--- config.mk ---
export PLATFORM = sky130hd
export DESIGN_NAME = alu_op_sequencer_flat
export DESIGN_NICKNAME = d
export VERILOG_FILES = /design/src/rtl/alu_op_sequencer_if.sv /design/src/rtl/alu_op_sequencer.sv /design/src/flat_wrapper.sv
export SDC_FILE = /design/constraint.sdc
export NUM_CORES = 1
export LEC_CHECK = 0
export ABC_AREA = 1
export CAP_MARGIN = 20
export CORE_MARGIN = 1
export CORE_UTILIZATION = 43
export CTS_CLUSTER_SIZE = 14
export DETAILED_ROUTE_END_ITERATION = 8
export PLACE_DENSITY = 0.77
export SYNTH_ARGS = -nofsm -noshare
export SYNTH_HDL_FRONTEND = slang
export SYNTH_SLANG_ARGS = --single-unit
--- constraint.sdc ---
create_clock -name clk -period 1.6 [get_ports clk]
set_input_delay 0.32 -clock clk [delete_from_list [all_inputs] [get_ports clk]]
set_output_delay 0.32 -clock clk [all_outputs]
set_load 0.03 [all_outputs]
--- src/rtl/alu_op_sequencer_if.sv ---
`default_nettype none
// ============================================================================
//  Module      : alu_op_sequencer_if
//  Description : Command, ALU and result signal bundle for alu_op_sequencer.
//                The slave modport is the sequencer's view. The master modport
//                is the view of the command source, ALU and result consumer.
//  Revision    : 1.0  initial release
// ============================================================================
interface alu_op_sequencer_if #(
    parameter int WIDTH = 8,
    parameter int CNT_W = 4
);
    // Command channel
    logic             cmd_valid;
    logic             cmd_ready;
    logic [3:0]       cmd_op;
    logic [WIDTH-1:0] cmd_a;
    logic [WIDTH-1:0] cmd_b;
    logic             cmd_use_acc;
    logic [CNT_W-1:0] cmd_cnt;

    // ALU connection
    logic [WIDTH-1:0] alu_a;
    logic [WIDTH-1:0] alu_b;
    logic [3:0]       alu_sel;
    logic [WIDTH-1:0] alu_out;
    logic             alu_carry;

    // Result channel
    logic             res_valid;
    logic             res_ready;
    logic [WIDTH-1:0] res_data;
    logic             res_carry;
    logic             res_carry_any;

    modport slave (
        input  cmd_valid, cmd_op, cmd_a, cmd_b, cmd_use_acc, cmd_cnt,
        output cmd_ready,
        output alu_a, alu_b, alu_sel,
        input  alu_out, alu_carry,
        output res_valid, res_data, res_carry, res_carry_any,
        input  res_ready
    );

    modport master (
        output cmd_valid, cmd_op, cmd_a, cmd_b, cmd_use_acc, cmd_cnt,
        input  cmd_ready,
        input  alu_a, alu_b, alu_sel,
        output alu_out, alu_carry,
        input  res_valid, res_data, res_carry, res_carry_any,
        output res_ready
    );
endinterface
`default_nettype wire

--- src/rtl/alu_op_sequencer.sv ---
`default_nettype none
// ============================================================================
//  Module      : alu_op_sequencer
//  Description : Sequencer around an external 8-bit combinational ALU. It
//                accepts a command, iterates the ALU cmd_cnt+1 times and feeds
//                each result back into operand A. It then presents the last
//                result, its carry and the OR of all carries.
//  Revision    : 1.0  initial release
// ============================================================================
module alu_op_sequencer #(
    parameter int WIDTH = 8,
    parameter int CNT_W = 4
) (
    input  wire logic             clk,
    input  wire logic             rst,
    alu_op_sequencer_if.slave     bus,
    output logic      [WIDTH-1:0] acc,
    output logic                  busy
);

    localparam logic [1:0] S_IDLE = 2'd0;
    localparam logic [1:0] S_EXEC = 2'd1;
    localparam logic [1:0] S_DONE = 2'd2;

    localparam logic [CNT_W-1:0] C_CNT_ZERO = '0;
    localparam logic [CNT_W-1:0] C_CNT_ONE  = 1;

    logic [1:0]       r_state;
    logic [WIDTH-1:0] r_a;
    logic [WIDTH-1:0] r_b;
    logic [3:0]       r_sel;
    logic [CNT_W-1:0] r_cnt;
    logic             r_carry_any;
    logic [WIDTH-1:0] r_acc;
    logic [WIDTH-1:0] r_res_data;
    logic             r_res_carry;
    logic             r_res_carry_any;
    logic             r_res_valid;
    logic             r_cmd_ready;
    logic             r_busy;

    // Control FSM and datapath registers. All outputs come from flops, so the
    // ALU sees stable operands for the whole EXEC cycle.
    always_ff @(posedge clk) begin
        if (rst) begin
            r_state         <= S_IDLE;
            r_a             <= '0;
            r_b             <= '0;
            r_sel           <= '0;
            r_cnt           <= '0;
            r_carry_any     <= 1'b0;
            r_acc           <= '0;
            r_res_data      <= '0;
            r_res_carry     <= 1'b0;
            r_res_carry_any <= 1'b0;
            r_res_valid     <= 1'b0;
            r_cmd_ready     <= 1'b1;
            r_busy          <= 1'b0;
        end else begin
            case (r_state)
                S_IDLE: begin
                    if (bus.cmd_valid && r_cmd_ready) begin
                        r_a         <= bus.cmd_use_acc ? r_acc : bus.cmd_a;
                        r_b         <= bus.cmd_b;
                        r_sel       <= bus.cmd_op;
                        r_cnt       <= bus.cmd_cnt;
                        r_carry_any <= 1'b0;
                        r_cmd_ready <= 1'b0;
                        r_busy      <= 1'b1;
                        r_state     <= S_EXEC;
                    end
                end
                S_EXEC: begin
                    r_acc       <= bus.alu_out;
                    r_carry_any <= r_carry_any | bus.alu_carry;
                    if (r_cnt != C_CNT_ZERO) begin
                        // Feed the result back as the next A operand.
                        r_a   <= bus.alu_out;
                        r_cnt <= r_cnt - C_CNT_ONE;
                    end else begin
                        r_res_data      <= bus.alu_out;
                        r_res_carry     <= bus.alu_carry;
                        r_res_carry_any <= r_carry_any | bus.alu_carry;
                        r_res_valid     <= 1'b1;
                        r_state         <= S_DONE;
                    end
                end
                S_DONE: begin
                    // Hold the result until the consumer takes it. Commands
                    // are not accepted until the cycle after that.
                    if (bus.res_ready) begin
                        r_res_valid <= 1'b0;
                        r_cmd_ready <= 1'b1;
                        r_busy      <= 1'b0;
                        r_state     <= S_IDLE;
                    end
                end
                default: begin
                    r_res_valid <= 1'b0;
                    r_cmd_ready <= 1'b1;
                    r_busy      <= 1'b0;
                    r_state     <= S_IDLE;
                end
            endcase
        end
    end

    assign bus.cmd_ready     = r_cmd_ready;
    assign bus.alu_a         = r_a;
    assign bus.alu_b         = r_b;
    assign bus.alu_sel       = r_sel;
    assign bus.res_valid     = r_res_valid;
    assign bus.res_data      = r_res_data;
    assign bus.res_carry     = r_res_carry;
    assign bus.res_carry_any = r_res_carry_any;
    assign acc               = r_acc;
    assign busy              = r_busy;

endmodule
`default_nettype wire
--- src/flat_wrapper.sv ---
// flat-port wrapper written by rule: the top's interface ports become plain ports
module alu_op_sequencer_flat 
#(
    parameter int WIDTH = 8,
    parameter int CNT_W = 4
)
  (clk, rst, acc, busy, bus_cmd_valid, bus_cmd_op, bus_cmd_a, bus_cmd_b, bus_cmd_use_acc, bus_cmd_cnt, bus_cmd_ready, bus_alu_a, bus_alu_b, bus_alu_sel, bus_alu_out, bus_alu_carry, bus_res_valid, bus_res_data, bus_res_carry, bus_res_carry_any, bus_res_ready);
  alu_op_sequencer_if #(.WIDTH(WIDTH), .CNT_W(CNT_W)) bus_i ();
  input  wire logic clk;
  input  wire logic rst;
  output logic      [WIDTH-1:0] acc;
  output logic busy;
  input wire logic [$bits(bus_i.cmd_valid)-1:0] bus_cmd_valid;
  input wire logic [$bits(bus_i.cmd_op)-1:0] bus_cmd_op;
  input wire logic [$bits(bus_i.cmd_a)-1:0] bus_cmd_a;
  input wire logic [$bits(bus_i.cmd_b)-1:0] bus_cmd_b;
  input wire logic [$bits(bus_i.cmd_use_acc)-1:0] bus_cmd_use_acc;
  input wire logic [$bits(bus_i.cmd_cnt)-1:0] bus_cmd_cnt;
  output wire logic [$bits(bus_i.cmd_ready)-1:0] bus_cmd_ready;
  output wire logic [$bits(bus_i.alu_a)-1:0] bus_alu_a;
  output wire logic [$bits(bus_i.alu_b)-1:0] bus_alu_b;
  output wire logic [$bits(bus_i.alu_sel)-1:0] bus_alu_sel;
  input wire logic [$bits(bus_i.alu_out)-1:0] bus_alu_out;
  input wire logic [$bits(bus_i.alu_carry)-1:0] bus_alu_carry;
  output wire logic [$bits(bus_i.res_valid)-1:0] bus_res_valid;
  output wire logic [$bits(bus_i.res_data)-1:0] bus_res_data;
  output wire logic [$bits(bus_i.res_carry)-1:0] bus_res_carry;
  output wire logic [$bits(bus_i.res_carry_any)-1:0] bus_res_carry_any;
  input wire logic [$bits(bus_i.res_ready)-1:0] bus_res_ready;
  assign bus_i.cmd_valid = bus_cmd_valid;
  assign bus_i.cmd_op = bus_cmd_op;
  assign bus_i.cmd_a = bus_cmd_a;
  assign bus_i.cmd_b = bus_cmd_b;
  assign bus_i.cmd_use_acc = bus_cmd_use_acc;
  assign bus_i.cmd_cnt = bus_cmd_cnt;
  assign bus_cmd_ready = bus_i.cmd_ready;
  assign bus_alu_a = bus_i.alu_a;
  assign bus_alu_b = bus_i.alu_b;
  assign bus_alu_sel = bus_i.alu_sel;
  assign bus_i.alu_out = bus_alu_out;
  assign bus_i.alu_carry = bus_alu_carry;
  assign bus_res_valid = bus_i.res_valid;
  assign bus_res_data = bus_i.res_data;
  assign bus_res_carry = bus_i.res_carry;
  assign bus_res_carry_any = bus_i.res_carry_any;
  assign bus_i.res_ready = bus_res_ready;
  alu_op_sequencer #(.WIDTH(WIDTH), .CNT_W(CNT_W)) u_core (.clk(clk), .rst(rst), .bus(bus_i), .acc(acc), .busy(busy));
endmodule
==> results of run 1 <==
[state kept, by name, indices dropped and copies added, names as in the netlist, 2 cells and up]
register and cells:
u_core.acc 8, u_core.bus.res_data 8, u_core.r_cnt 4, u_core.r_state 2
u_core.bus.alu_b 8, u_core.bus.alu_sel 4, u_core.bus.alu_a 8
[cell usage after synthesis, drive strengths merged]
master,count
a21oi,13
and3,1
buf,7
clkbuf,5
dfxtp,48
ha,1
inv,12
nand2,40
nand3,4
nor2,84
o21ai,44
or2,10
[how the worst max path moves through the flow]
stage | endpoint | slack (ns) | depth (start not counted)
after floorplan | u_core.r_cnt[0] | 0.28 | 9
after global routing | u_core.bus.alu_a[3] | -0.008 | 8
final | u_core.bus.alu_a[4] | 0.13 | 8
after CTS | u_core.bus.alu_a[4] | 0.07 | 8
after detailed placement | u_core.bus.alu_a[3] | 0.004 | 6
after global placement | u_core.r_cnt[1] | 0.05 | 6
[metrics by stage]
step / std cells / area, µm² / util, %
after floorplan: 269 / 2010 / -
after global placement: 396 / 2820 / 64.0
after detailed placement: 396 / 2820 / 64.0
after CTS: 404 / 2880 / 65.2
after global routing: 404 / 2880 / 65.2
final: 404 / 2880 / 65.2
[layer usage]
layer / GRT usage, % / part of all wire [%] / vias to the layer above
met2: 36.2 / 47 / 74
li1: - / - / 1018
met3: 5.48 / 7.0 / 15
met4: 10.0 / 2.8 / 0
met1: 26.1 / 43 / 898
met5: 0 / 0 / -
[cell families after synthesis]
group	synth area share [%]
and+or+nand+nor	29.8
adders and majority gates	0.623
AOI/OAI and AO/OA	14.6
DFF	47.9
buffers and inverters	7.10
[power groups by stage]
| stage | Sequential (W) | Combinational, W | Clock [W] |
|---|---|---|---|
| after floorplan | 0.00198 | 0.000747 | 0 |
| final | 0.00157 | 0.00159 | 0.000861 |
| after global routing | 0.00160 | 0.00174 | 0.000932 |
| after detailed placement | 0.00160 | 0.00172 | 0 |
| after global placement | 0.00160 | 0.00169 | 0 |
| after CTS | 0.00157 | 0.00160 | 0.000882 |
[cell type report]
cell class | count | area [µm²]
Timing Repair Buffer | 87 | 797
Clock buffer | 6 | 72.6
Clock inverter | 2 | 35.0
Fill cell | 412 | 1530
Sequential cell | 48 | 961
Inverter | 12 | 45.0
Tap cell | 52 | 65.1
Multi-Input combinational cell | 197 | 905
[worst max-delay path, delay by kind of cell, from the launching register on]
| family | cells | cell delay [ns] |
|---|---|---|
| simple gates | 5 | 0.56 |
| buf+inv | 2 | 0.21 |
| fa+ha+maj | 1 | 0.23 |
| flops | 1 | 0.37 |
==> impl_metrics.env, run 1 <==
export IMPL_required_ns=1.79
export IMPL_clock_latency_ns=0.30
export IMPL_nNetsFinal=390
export IMPL_drt_pre_antenna_iters=5
export IMPL_min_path_cells=2
export IMPL_initial_core_util_pct=45.5
export IMPL_core_um2=4410
export IMPL_synth_cells=269
export IMPL_grt_pass1_vias=1864
export IMPL_pre_cts_slack_ns=0.00381
export IMPL_crit_top_cell="nor2_1"
export IMPL_p_leak_nw=1.35
export IMPL_yosysSeqAreaShare_pct=47.9
export IMPL_cts_tree="yes"
export IMPL_hold_violations=0
export IMPL_holdWs_ns=0.465
export IMPL_crit_start="u_core.r_cnt[0]"
export IMPL_switching_power_w=0.00156
export IMPL_skew_ns=0.00552
export IMPL_io_pins=79
export IMPL_path_max_fanout=13
export IMPL_final_common_cell="nor2_1"
export IMPL_setup_violations=0
export IMPL_synth_area_leader_cell="dfxtp_1"
export IMPL_vias=2005
export IMPL_routabilityCongestion=0.811
export IMPL_postCtsHoldBufs=0
export IMPL_vias_per_cell=4.96
export IMPL_setup_ws_ns=0.127
export IMPL_drive_gt1_share_pct=11.1
export IMPL_fmax_mhz=679
export IMPL_cts_setup_buffers=0
export IMPL_r2r_slack_ns=0.13
export IMPL_drt_iter0_markers=107
export IMPL_p_int_w=0.00247
export IMPL_routed_wl_um=5160
export IMPL_rsz0062_at_grt="yes"
export IMPL_grt_pass1_wl_um=8510
export IMPL_netlist_area_um2=2010
export IMPL_share_comb_of_total_power_pct=39.6
export IMPL_ys_types=24
export IMPL_numCtsBuffers=5
export IMPL_r2r_end="u_core.bus.alu_a[4]"
export IMPL_synthTopCellsByArea="dfxtp_1 48%, nor2_1 15%, o21ai_0 10%"
export IMPL_hold_start="u_core.busy"
export IMPL_switching_share_pct=38.8
export IMPL_die_area_um2=4950
export IMPL_cts_sinks=48
export IMPL_final_cell_mix="81 x nor2_1, 48 x dfxtp_1, 41 x dlygate4sd2_1, 39 x o21ai_0, 38 x nand2_1"
export IMPL_cts_resized=41
export IMPL_ant_nets=0
export IMPL_cpPeakStageDelay_ns=0.37
export IMPL_max_cap_viol_count=0
export IMPL_wl_per_cell_um=12.8
export IMPL_critPathSlowestCell="dfxtp_1"
export IMPL_max_vdd_ir_drop_mv=0.919
export IMPL_h_tree_depth=2
export IMPL_yosys_area_top_type_share_pct=47.9
export IMPL_critPathLaunchType="flop"
export IMPL_clock_power_share_pct=21.4
export IMPL_fp_dieW_um=70.3
export IMPL_worst_slew_pin_slew_ns=0.397
export IMPL_cp_arrival_ns=1.66
export IMPL_cts_path_max_buffers=2
export IMPL_die_h_um=70.3
export IMPL_post_route_period_util_pct=92.1
export IMPL_total_power_w=0.00403
export IMPL_status="complete, no violations"
export IMPL_antenna_diode_count=0
export IMPL_holdPathEnd="u_core.busy"
export IMPL_grt_max_degree=23
export IMPL_p_seq_share_pct=39.1
export IMPL_portBuffers=78
export IMPL_root_buffer="clkbuf_8"
export IMPL_hold_class="reg2reg"
export IMPL_grtUsageTotal_pct=21.8
export IMPL_maxSlewHeadroom_pct=73.5
export IMPL_maxSlewViolCount=0
export IMPL_r2r_start="u_core.r_cnt[0]"
export IMPL_fin_tns_setup_ns=0
export IMPL_worstPathCellList="inv_1, ha_1, nand2_1, nand2_2, nand2_4, inv_2, nor2_1, nor2_1"
export IMPL_critPathCaptureType="flop"
export IMPL_post_route_drc_count=0
export IMPL_worstSetupPathType="reg2reg"
export IMPL_antenna_found_initial=0
export IMPL_reg2reg_depth=8
export IMPL_grt_ovfl_total=0
export IMPL_rows=24
export IMPL_hpwl_um=3700
export IMPL_syn_area_per_cell_um2=7.47
export IMPL_power_density_nw_per_um2=1400
export IMPL_synth_nets=308
export IMPL_yosysWarnings=0
export IMPL_areaGrowthSynthToFinish_pct=43.4
export IMPL_ys_ff_latch=48
export IMPL_clkSlewWorstSetupHoldPaths_ns=0.08
export IMPL_period_needed_ns=1.47
Power figures use the tool's default switching activity.
==> run 2: changes to the inputs <==
PLACE_DENSITY = default   (was 0.77)
PLACE_DENSITY_LB_ADDON = 0.08   (was default)
TNS_END_PERCENT = 100   (was default)
==> run 2 against run 1 <==
Against the previous run: sequential share of layout area fell by 0.26 points; via count fell by 4.3%; register-to-register slack improved by 0.02 ns; global-route usage shrank 1.4 points; critical path depth is the same; core utilization increased by 0.51 points; first-iteration DRC count grew 10%; maximum frequency rose by 1.4%; total power down 0.15%; hold slack lost 0.0053 ns; final cell count is 0.74% higher.
==> impl_metrics.env, run 2 (synthesized netlist as in run 1, its figures left out) <==
export IMPL_status="complete, no violations"
export IMPL_worstPathCellList="inv_1, ha_1, nand2_1, nand2_2, nand2_4, buf_4, o21ai_0, nor2_1"
export IMPL_die_h_um=70.3
export IMPL_cts_tree="yes"
export IMPL_vias=1918
export IMPL_max_vdd_ir_drop_mv=0.946
export IMPL_initial_core_util_pct=45.5
export IMPL_rsz0062_at_grt="no"
export IMPL_drive_gt1_share_pct=11.8
export IMPL_hold_class="reg2reg"
export IMPL_switching_power_w=0.00154
export IMPL_h_tree_depth=2
export IMPL_antenna_found_initial=0
export IMPL_drt_pre_antenna_iters=4
export IMPL_p_int_w=0.00248
export IMPL_antenna_diode_count=0
export IMPL_grt_max_degree=21
export IMPL_max_cap_viol_count=0
export IMPL_worst_slew_pin_slew_ns=0.329
export IMPL_critPathLaunchType="flop"
export IMPL_nNetsFinal=393
export IMPL_final_common_cell="nor2_1"
export IMPL_ant_nets=0
export IMPL_routabilityCongestion=0.741
export IMPL_routed_wl_um=4840
export IMPL_grtUsageTotal_pct=20.4
export IMPL_critPathSlowestCell="dfxtp_1"
export IMPL_fp_dieW_um=70.3
export IMPL_switching_share_pct=38.4
export IMPL_io_pins=79
export IMPL_core_um2=4410
export IMPL_maxSlewHeadroom_pct=77.9
export IMPL_share_comb_of_total_power_pct=39.6
export IMPL_power_density_nw_per_um2=1390
export IMPL_grt_pass1_vias=1730
export IMPL_die_area_um2=4950
export IMPL_cts_setup_buffers=0
export IMPL_rows=24
export IMPL_total_power_w=0.00402
export IMPL_path_max_fanout=8
export IMPL_hold_violations=0
export IMPL_post_route_period_util_pct=90.8
export IMPL_p_leak_nw=1.36
export IMPL_fin_tns_setup_ns=0
export IMPL_period_needed_ns=1.45
export IMPL_portBuffers=78
export IMPL_cp_arrival_ns=1.64
export IMPL_numCtsBuffers=5
export IMPL_final_cell_mix="81 x nor2_1, 48 x dfxtp_1, 41 x o21ai_0, 41 x dlygate4sd2_1, 38 x nand2_1"
export IMPL_worstSetupPathType="reg2reg"
export IMPL_grt_pass1_wl_um=8160
export IMPL_hpwl_um=3530
export IMPL_grt_ovfl_total=0
export IMPL_clock_power_share_pct=21.4
export IMPL_vias_per_cell=4.71
export IMPL_maxSlewViolCount=0
export IMPL_root_buffer="clkbuf_8"
export IMPL_critPathCaptureType="flop"
export IMPL_p_seq_share_pct=39.0
export IMPL_areaGrowthSynthToFinish_pct=44.5
export IMPL_clock_latency_ns=0.29
export IMPL_post_place_cells=399
export IMPL_wl_per_cell_um=11.9
export IMPL_cts_path_max_buffers=2
export IMPL_post_route_drc_count=0
export IMPL_fmax_mhz=688
export IMPL_skew_ns=0.00339
export IMPL_clkSlewWorstSetupHoldPaths_ns=0.09
export IMPL_cpPeakStageDelay_ns=0.33
export IMPL_cts_sinks=48
export IMPL_drt_iter0_markers=118
export IMPL_required_ns=1.79
export IMPL_fin_cells=407
export IMPL_setup_violations=0
[run 2: cell count changes in the layout (fill, tap and decap cells not counted), sizes merged]
cell and delta:
buf +3
[run 2: final cells by class]
type / count / area, µm²
repair buffers: 90 / 820
multi-input cells: 197 / 905
well taps: 52 / 65.1
clock inverters: 2 / 35.0
flip-flops and latches: 48 / 961
clock buffers: 6 / 72.6
fillers: 421 / 1510
inverters: 12 / 45.0
[run 2: critical path: cells and delay by family (launching register included)]
family / cells / cell delay (ns)
and+or+nand+nor: 4 / 0.39
buffers and inverters: 2 / 0.26
DFF: 1 / 0.33
adders and majority gates: 1 / 0.19
AOI/OAI and AO/OA: 1 / 0.17
[run 2: worst paths after layout]
check | from | to | slack, ns | cells after the start
max | u_core.r_cnt[0] | u_core.bus.alu_a[3] | 0.15 | 8
min | u_core.busy | u_core.busy | 0.46 | 2
max reg2reg | u_core.r_cnt[0] | u_core.bus.alu_a[3] | 0.15 | 8
min reg2reg | u_core.busy | u_core.busy | 0.46 | 2
[run 2: timing repair]
action | in CTS | in global routing
setup endpoints to repair | 41 | 0
gates resized for setup | 41 | 0
hold buffers | 0 | 0
[run 2: power groups by stage]
| stage | clock network, W | logic (W) | registers, W |
|---|---|---|---|
| 6_report | 0.000861 | 0.00159 | 0.00157 |
| 5_1_grt | 0.000925 | 0.00176 | 0.00160 |
| 4_1_cts | 0.000876 | 0.00160 | 0.00157 |
| 3_5_place_dp | 0 | 0.00173 | 0.00160 |
| 3_3_place_gp | 0 | 0.00171 | 0.00160 |
| 2_1_floorplan | 0 | 0.000747 | 0.00198 |
[run 2: routing by layer]
| layer | GRT usage, % | vias up | part of all wire, % | wire (µm) |
|---|---|---|---|---|
| met4 | 6.67 | 0 | 1.3 | 62 |
| met3 | 4.91 | 6 | 6.9 | 334 |
| met2 | 31.0 | 66 | 45 | 2190 |
| met5 | 0 | - | 0 | 0 |
| met1 | 28.2 | 824 | 47 | 2250 |
| li1 | - | 1022 | - | - |
[run 2: through the flow]
step	setup slack [ns]	cell area (µm²)	hold slack, ns	util (%)
2_1_floorplan	0.278	2010	0.389	-
3_3_place_gp	0.0613	2850	0.443	64.5
3_5_place_dp	0.0231	2850	0.448	64.5
4_1_cts	0.134	2900	0.462	65.8
5_1_grt	0.0246	2900	0.501	65.8
6_report	0.147	2900	0.459	65.8
